### config.mk
export PLATFORM = sky130hd
export DESIGN_NAME = fetch_controller
export DESIGN_NICKNAME = d
export VERILOG_FILES = /design/src/rtl/fetch_controller.sv
export SDC_FILE = /design/constraint.sdc
export NUM_CORES = 1
export LEC_CHECK = 0
export BUFFER_PORTS_ARGS = -buffer_cell sky130_fd_sc_hd__buf_2
export CORE_ASPECT_RATIO = 0.6
export CORE_MARGIN = 10
export CORE_UTILIZATION = 44
export DETAILED_ROUTE_END_ITERATION = 7
export PLACE_DENSITY = 0.72
export SLEW_MARGIN = 15
export SYNTH_ARGS = -nofsm -noshare
export SYNTH_HDL_FRONTEND = slang
export SYNTH_SLANG_ARGS = --single-unit
### constraint.sdc
create_clock -name clk -period 6 [get_ports clk]
set_clock_uncertainty 0.1 [all_clocks]
set_input_delay 0.6 -clock clk [delete_from_list [all_inputs] [get_ports clk]]
set_output_delay 0.6 -clock clk [all_outputs]
set_load 0.05 [all_outputs]
### src/rtl/fetch_controller.sv
// Instruction-fetch sequencer: owns the PC, reads the combinational instruction
// memory and hands each word to decode through a one-entry valid/ready stage.
module fetch_controller #(
  parameter int unsigned MEM_DEPTH   = 256,
  parameter logic [31:0] RESET_PC    = 32'h0,
  parameter logic [3:0]  HALT_OPCODE = 4'h6
) (
  input  logic        clk,
  input  logic        reset,
  output logic [31:0] imem_addr,
  input  logic [31:0] imem_instr,
  output logic        if_valid,
  input  logic        if_ready,
  output logic [31:0] if_instr,
  output logic [31:0] if_pc,
  input  logic        redirect_valid,
  input  logic [31:0] redirect_pc,
  output logic        halted,
  output logic        fault,
  output logic [31:0] fetch_count
);

  localparam logic [31:0] DEPTH = 32'(MEM_DEPTH);

  typedef enum logic [1:0] {
    RUN,
    HALTED,
    FAULT
  } state_t;

  state_t      state;
  logic [31:0] pc;
  logic        accept;
  logic        slot_free;
  logic        in_range;
  logic        is_halt;

  assign accept    = if_valid & if_ready;
  assign slot_free = ~if_valid | accept;
  assign in_range  = (pc < DEPTH);
  assign is_halt   = (imem_instr[31:28] == HALT_OPCODE);

  assign imem_addr = pc;
  assign halted    = (state == HALTED);
  assign fault     = (state == FAULT);

  // Redirect wins over everything; otherwise RUN refills a free slot and the
  // stopped states only let the output stage drain.
  always_ff @(posedge clk or posedge reset) begin
    if (reset) begin
      pc          <= RESET_PC;
      if_valid    <= 1'b0;
      if_instr    <= 32'h0;
      if_pc       <= 32'h0;
      state       <= RUN;
      fetch_count <= 32'h0;
    end else if (redirect_valid) begin
      pc       <= redirect_pc;
      if_valid <= 1'b0;
      state    <= RUN;
    end else begin
      case (state)
        RUN: begin
          if (slot_free) begin
            if (in_range) begin
              if_instr <= imem_instr;
              if_pc    <= pc;
              if_valid <= 1'b1;
              if (fetch_count != 32'hFFFF_FFFF) begin
                fetch_count <= fetch_count + 32'd1;
              end
              // The HALT word is delivered but the PC parks on it.
              if (is_halt) begin
                state <= HALTED;
              end else begin
                pc <= pc + 32'd1;
              end
            end else begin
              if_valid <= 1'b0;
              state    <= FAULT;
            end
          end
        end
        default: begin
          if (accept) begin
            if_valid <= 1'b0;
          end
        end
      endcase
    end
  end

endmodule
==> metrics.yaml, run 1 <==
clocking:
  cts_root_buffer: "clkbuf_16"
  hold_buffers: 0
  cts_buffer_depth: 2
  cts_tree: "yes"
  cts_setup_buffers: 0
  cts-resized-gates: 0
  htreeDepth: 4
  cts.sinks: 131
  clk_pin_slew_worst_paths_ns: 0.06
  clkLatencyLatePin_ns: 0.40
  cts_made_buffers: 17
run_status:
  status: "completed"
timing:
  finalSetupViolCount: 0
  period_share: 0.501
  fmax_mhz: 333
  timing.slew.headroom: 0.445
  drv_slew: 0
  timing.final.ws_setup_ns: 3.00
  setup-tns-final_ns: 0
  min_period_ns: 3.00
  rsz0062_at_grt: "no"
  worst_pin_slew_ns: 0.833
  timing_hold_violations_final: 0
drt:
  first_pass_iters: 4
  antenna_left: 0
  drc: 0
  vias: 3830
  drt-initial-drc-count: 164
  wl_per_cell_um: 17.5
  via_per_inst: 4.91
  wl_mm: 13.7
floorplanning:
  io_pins: 199
  die_h_um: 106
  start_util: 0.449
  die_area_mm2: 0.0172
  rows: 31
  core_mm2: 0.0120
  chipWidth_um: 163
hold_path:
  hp-class: "input pin to asynchronous set/reset pin"
yosys:
  post_synth_num_cell_types: 41
  syn-instance-count: 396
  yosysWarnings: 0
  synth_top_area_cell: "dfrtp_1"
  synthTopCellsByArea: "dfrtp_1 (61%), mux2_2 (14%), xnor2_1 (4.2%), nor2b_1 (3.1%), nor4_4 (2.4%)"
  ys_ff_latch: 131
  syn_nets: 466
  yosysSeqAreaShare: 0.607
  synth_area_mm2: 0.00540
  synth.top_cell.area_share: 0.607
  syn_avg_cell_area_um2: 13.6
critical_path:
  cp-start-kind: "input pin"
  worstSetupPathType: "input pin to register"
  worstPathArrival_ns: 3.19
  cp_max_fo: 68
  reg2regPathDepth: 6
  critPathRequiredTime_ns: 6.19
  end_kind: "register"
final_layout:
  final_cell_mix: "buf_2 (198), dfrtp_1 (131), mux2_2 (66)"
  fillers: 991
  postLayoutCellArea_mm2: 0.00718
  mostFrequentLayoutCell: "buf_2"
  drive_gt1_frac: 0.506
  areaGrowthSynthToFinish_pct: 33.1
  final_nets: 672
  antenna_cells: 0
placement:
  post_dp_cell_area_mm2: 0.00655
  gp_congestion: 0.793
  dp_hpwl_mm: 10.2
  io_buffers: 198
  pre_cts_ws_ns: 2.57
global_routing:
  grt_start_max_net_pins: 69
  grt_pass1_vias: 4065
  grt_usage: 0.157
  overflow: 0
  antenna_found_initial: 0
  grt_pass1_wl_mm: 21.9
pwr:
  p_leak_uw: 0.00375
  ir_drop_mv: 0.234
  power.total_uw: 2300
  p_per_area_mw_per_mm2: 320
job:
  maxCapViolCount: 0
==> final timing paths <==
check                                                    to  slack (ns)                   startpoint
worst min-delay path                if_instr[9]$_DFFE_PP0P_        0.25                        reset
worst max register to register   fetch_count[1]$_DFFE_PP0P_        3.13     imem_addr[8]$_DFFE_PP0P_
worst min register to register  fetch_count[15]$_DFFE_PP0P_        0.38  fetch_count[15]$_DFFE_PP0P_
min in group clk                   imem_addr[1]$_DFFE_PP0P_        0.31               redirect_pc[1]
worst max-delay path             fetch_count[1]$_DFFE_PP0P_        3.00               redirect_valid
max in group asynchronous              state[1]$_DFFE_PP0P_        4.20                        reset
==> area by class of cell <==
class | instances | area (um^2) | share of cell area
sequential | 131 | 3280 | 0.456
timing repair buffer | 200 | 1010 | 0.140
clock inverter | 14 | 200 | 0.0279
multi-input combinational | 248 | 2050 | 0.285
tap | 165 | 206 | 0.0287
inverter | 4 | 17.5 | 0.00244
clock buffer | 18 | 429 | 0.0597
==> critical path, cell delays in order <==
cell	delay, ns
buf_2	0.35
or4_4	0.66
nor3_4	0.12
buf_4	0.64
o31a_1	0.44
mux2_2	0.37
==> cell usage after synthesis <==
library cell / number
a211oi_1: 1
a21o_1: 1
a21oi_1: 3
a221oi_1: 1
a31oi_1: 1
a41oi_1: 1
and2_1: 4
and3_1: 9
and3b_1: 1
and4_1: 5
and4bb_2: 1
buf_1: 2
buf_2: 5
buf_4: 1
clkbuf_1: 5
dfrtp_1: 131
ha_1: 2
inv_1: 4
mux2_2: 66
mux2i_1: 1
nand2_1: 23
nand3_1: 15
nand4_1: 12
nand4_2: 1
nand4_4: 1
nor2_1: 11
nor2b_1: 27
nor3_1: 3
nor3_2: 1
nor3_4: 1
nor4_1: 3
nor4_4: 6
o211a_1: 1
o211a_4: 1
o21ai_0: 3
o21ai_1: 3
o31a_1: 1
or3_1: 1
or4_4: 1
xnor2_1: 26
xor2_1: 10
==> power by group <==
group | switching (uW) | internal [uW] | total (uW)
clock | 397 | 702 | 1100
combinational | 178 | 71.0 | 249
sequential | 32.6 | 917 | 949
==> sequential cells by signal (all words and copies together) (netlist names) <==
signal and count:
fetch_count 32, if_instr 32, if_pc 32, if_valid 1, imem_addr 32, state 2
==> metrics by stage <==
step | utilization | hold slack, ns | std cells
4_1_cts | 0.597 | 0.278 | 780
3_3_place_gp | 0.545 | 0.370 | 748
3_5_place_dp | 0.545 | 0.381 | 748
6_report | 0.597 | 0.250 | 780
5_1_grt | 0.597 | 0.307 | 780
2_1_floorplan | - | 0.440 | 396
==> per-layer routing <==
metal	GRT usage	share of wire
met1	0.196	0.44
met2	0.242	0.46
met3	0.0703	0.090
met4	0.0442	0.0051
met5	0	0
==> cell families (layout without fill, tap and decap cells) <==
family,count (synthesis),after routing,synth area share
compound gates,17,17,0.0223
xor+xnor,36,36,0.0584
fa+ha+maj,2,2,0.00464
buf+inv,17,236,0.0137
flops,131,131,0.607
mux,67,67,0.140
simple gates,126,126,0.154
Note: power is estimated with default switching activity, not from simulation.
==> run 2, diff against run 1 <==
Clock period 6 ns to 2.9 ns, I/O delays scaled along.
==> metrics.yaml, run 2 (synthesis results as in run 1) <==
timing:
  setup-tns-final_ns: 0
  timing_hold_violations_final: 19
  timing.slew.headroom: 0.501
  fmax_mhz: 417
  rsz0062_at_grt: "no"
  finalSetupViolCount: 0
  drv_slew: 0
  period_share: 0.828
  whs_ns: -0.0496
  worst_pin_slew_ns: 0.749
  min_period_ns: 2.40
pwr:
  ir_drop_mv: 0.393
  p_int_uw: 3410
  seqPwrFrac: 0.419
  p_per_area_mw_per_mm2: 643
  p_leak_uw: 0.00380
  switching_share: 0.272
  p_sw_uw: 1270
  clkPwrFrac: 0.468
  p_comb_frac: 0.113
floorplanning:
  core_mm2: 0.0120
  die_h_um: 106
  chipWidth_um: 163
  io_pins: 199
  start_util: 0.449
  rows: 31
  die_area_mm2: 0.0172
critical_path:
  worstSetupPathType: "register to register"
  end_kind: "register"
  cp_max_fo: 42
  cp-start-kind: "register"
  worstPathArrival_ns: 2.58
  critPathRequiredTime_ns: 3.08
clocking:
  htreeDepth: 4
  cts_setup_buffers: 0
  cts_root_buffer: "clkbuf_16"
  cts_tree: "yes"
  cts_buffer_depth: 2
  cts-resized-gates: 0
  cts_made_buffers: 17
  clkLatencyLatePin_ns: 0.40
  clk_pin_slew_worst_paths_ns: 0.06
  cts.sinks: 131
run_status:
  violations: "hold timing"
  status: "finished with violations"
drt:
  drc: 0
  antenna_left: 0
  via_per_inst: 4.85
  wl_per_cell_um: 17.6
  vias: 3840
  first_pass_iters: 4
  wl_mm: 13.9
  drt-initial-drc-count: 210
final_layout:
  areaGrowthSynthToFinish_pct: 35.0
  drive_gt1_frac: 0.501
  antenna_cells: 0
  final_cell_mix: "buf_2 (198), dfrtp_1 (131), mux2_2 (66)"
  fin_cells: 792
  final_nets: 684
  mostFrequentLayoutCell: "buf_2"
placement:
  dp_hpwl_mm: 10.2
  io_buffers: 198
  gp_congestion: 0.786
  dp_cells: 750
global_routing:
  overflow: 0
  grt_pass1_wl_mm: 22.6
  antenna_found_initial: 0
  grt_usage: 0.162
  grt_start_max_net_pins: 132
  grt_pass1_vias: 4134
job:
  maxCapViolCount: 0
hold_path:
  hp-class: "input pin to asynchronous set/reset pin"
[run 2: changes by cell type in the layout (fill, tap and decap cells not counted), sizes merged]
cell and delta:
dlygate4sd3 +10, clkinvlp +1, clkinv +3, inv -2, clkbuf -1, bufinv -1, buf +2
[run 2: area by class of cell]
class | count | area, um^2
Clock inverter | 15 | 180
Inverter | 4 | 18.8
Clock buffer | 17 | 425
Tap cell | 165 | 206
Sequential cell | 131 | 3280
Fill cell | 996 | 4740
Timing Repair Buffer | 212 | 1130
Multi-Input combinational cell | 248 | 2050
[run 2: layer usage]
layer / track usage / wire (um)
met1: 0.203 / 6150
met2: 0.248 / 6300
met3: 0.0715 / 1370
met4: 0.0506 / 83
met5: 0 / 0
[run 2: worst paths after layout]
| kind | start | endpoint | slack [ns] | depth (start not counted) |
|---|---|---|---|---|
| min in group clk | redirect_pc[26] | imem_addr[26]$_DFFE_PP0P_ | 0.02 | 2 |
| worst min register to register | if_pc[11]$_DFFE_PP0P_ | if_pc[11]$_DFFE_PP0P_ | 0.39 | 1 |
| worst max register to register | imem_addr[12]$_DFFE_PP0P_ | if_instr[9]$_DFFE_PP0P_ | 0.50 | 5 |
| max in group asynchronous | reset | if_pc[12]$_DFFE_PP0P_ | 2.13 | 3 |
| worst max-delay path | imem_addr[12]$_DFFE_PP0P_ | if_instr[9]$_DFFE_PP0P_ | 0.50 | 5 |
| worst min-delay path | reset | if_pc[22]$_DFFE_PP0P_ | -0.05 | 3 |
[run 2: worst max-delay path, stage by stage (launching register included)]
cell and delay (ns):
dfrtp_1 0.39, nor4_1 0.32, nand2_1 0.27, nor3_4 0.29, buf_4 0.47, mux2_2 0.40
[run 2: power by group through the flow]
stage	combinational (uW)	sequential (uW)	clock, uW
floorplan	131	2220	0
global placement	523	1990	0
detailed placement	529	2000	0
CTS	540	1960	2240
global route	566	1970	2330
finish	531	1960	2190
[run 2: what timing repair did]
item                                   in CTS  in global routing
setup endpoints to repair                   0                  0
hold buffers                               10                  0
endpoints found under the hold margin      10                  0
[run 2: stage by stage]
step	power, uW	setup WS [ns]	hold slack (ns)	utilization	cell area (um^2)
floorplan	2350	0.444	0.311	-	5400
global placement	2510	0.496	0.370	0.547	6580
detailed placement	2530	0.475	0.381	0.547	6580
CTS	4750	0.458	0.000177	0.606	7290
global route	4870	0.238	0.00553	0.606	7290
finish	4690	0.500	-0.0496	0.606	7290
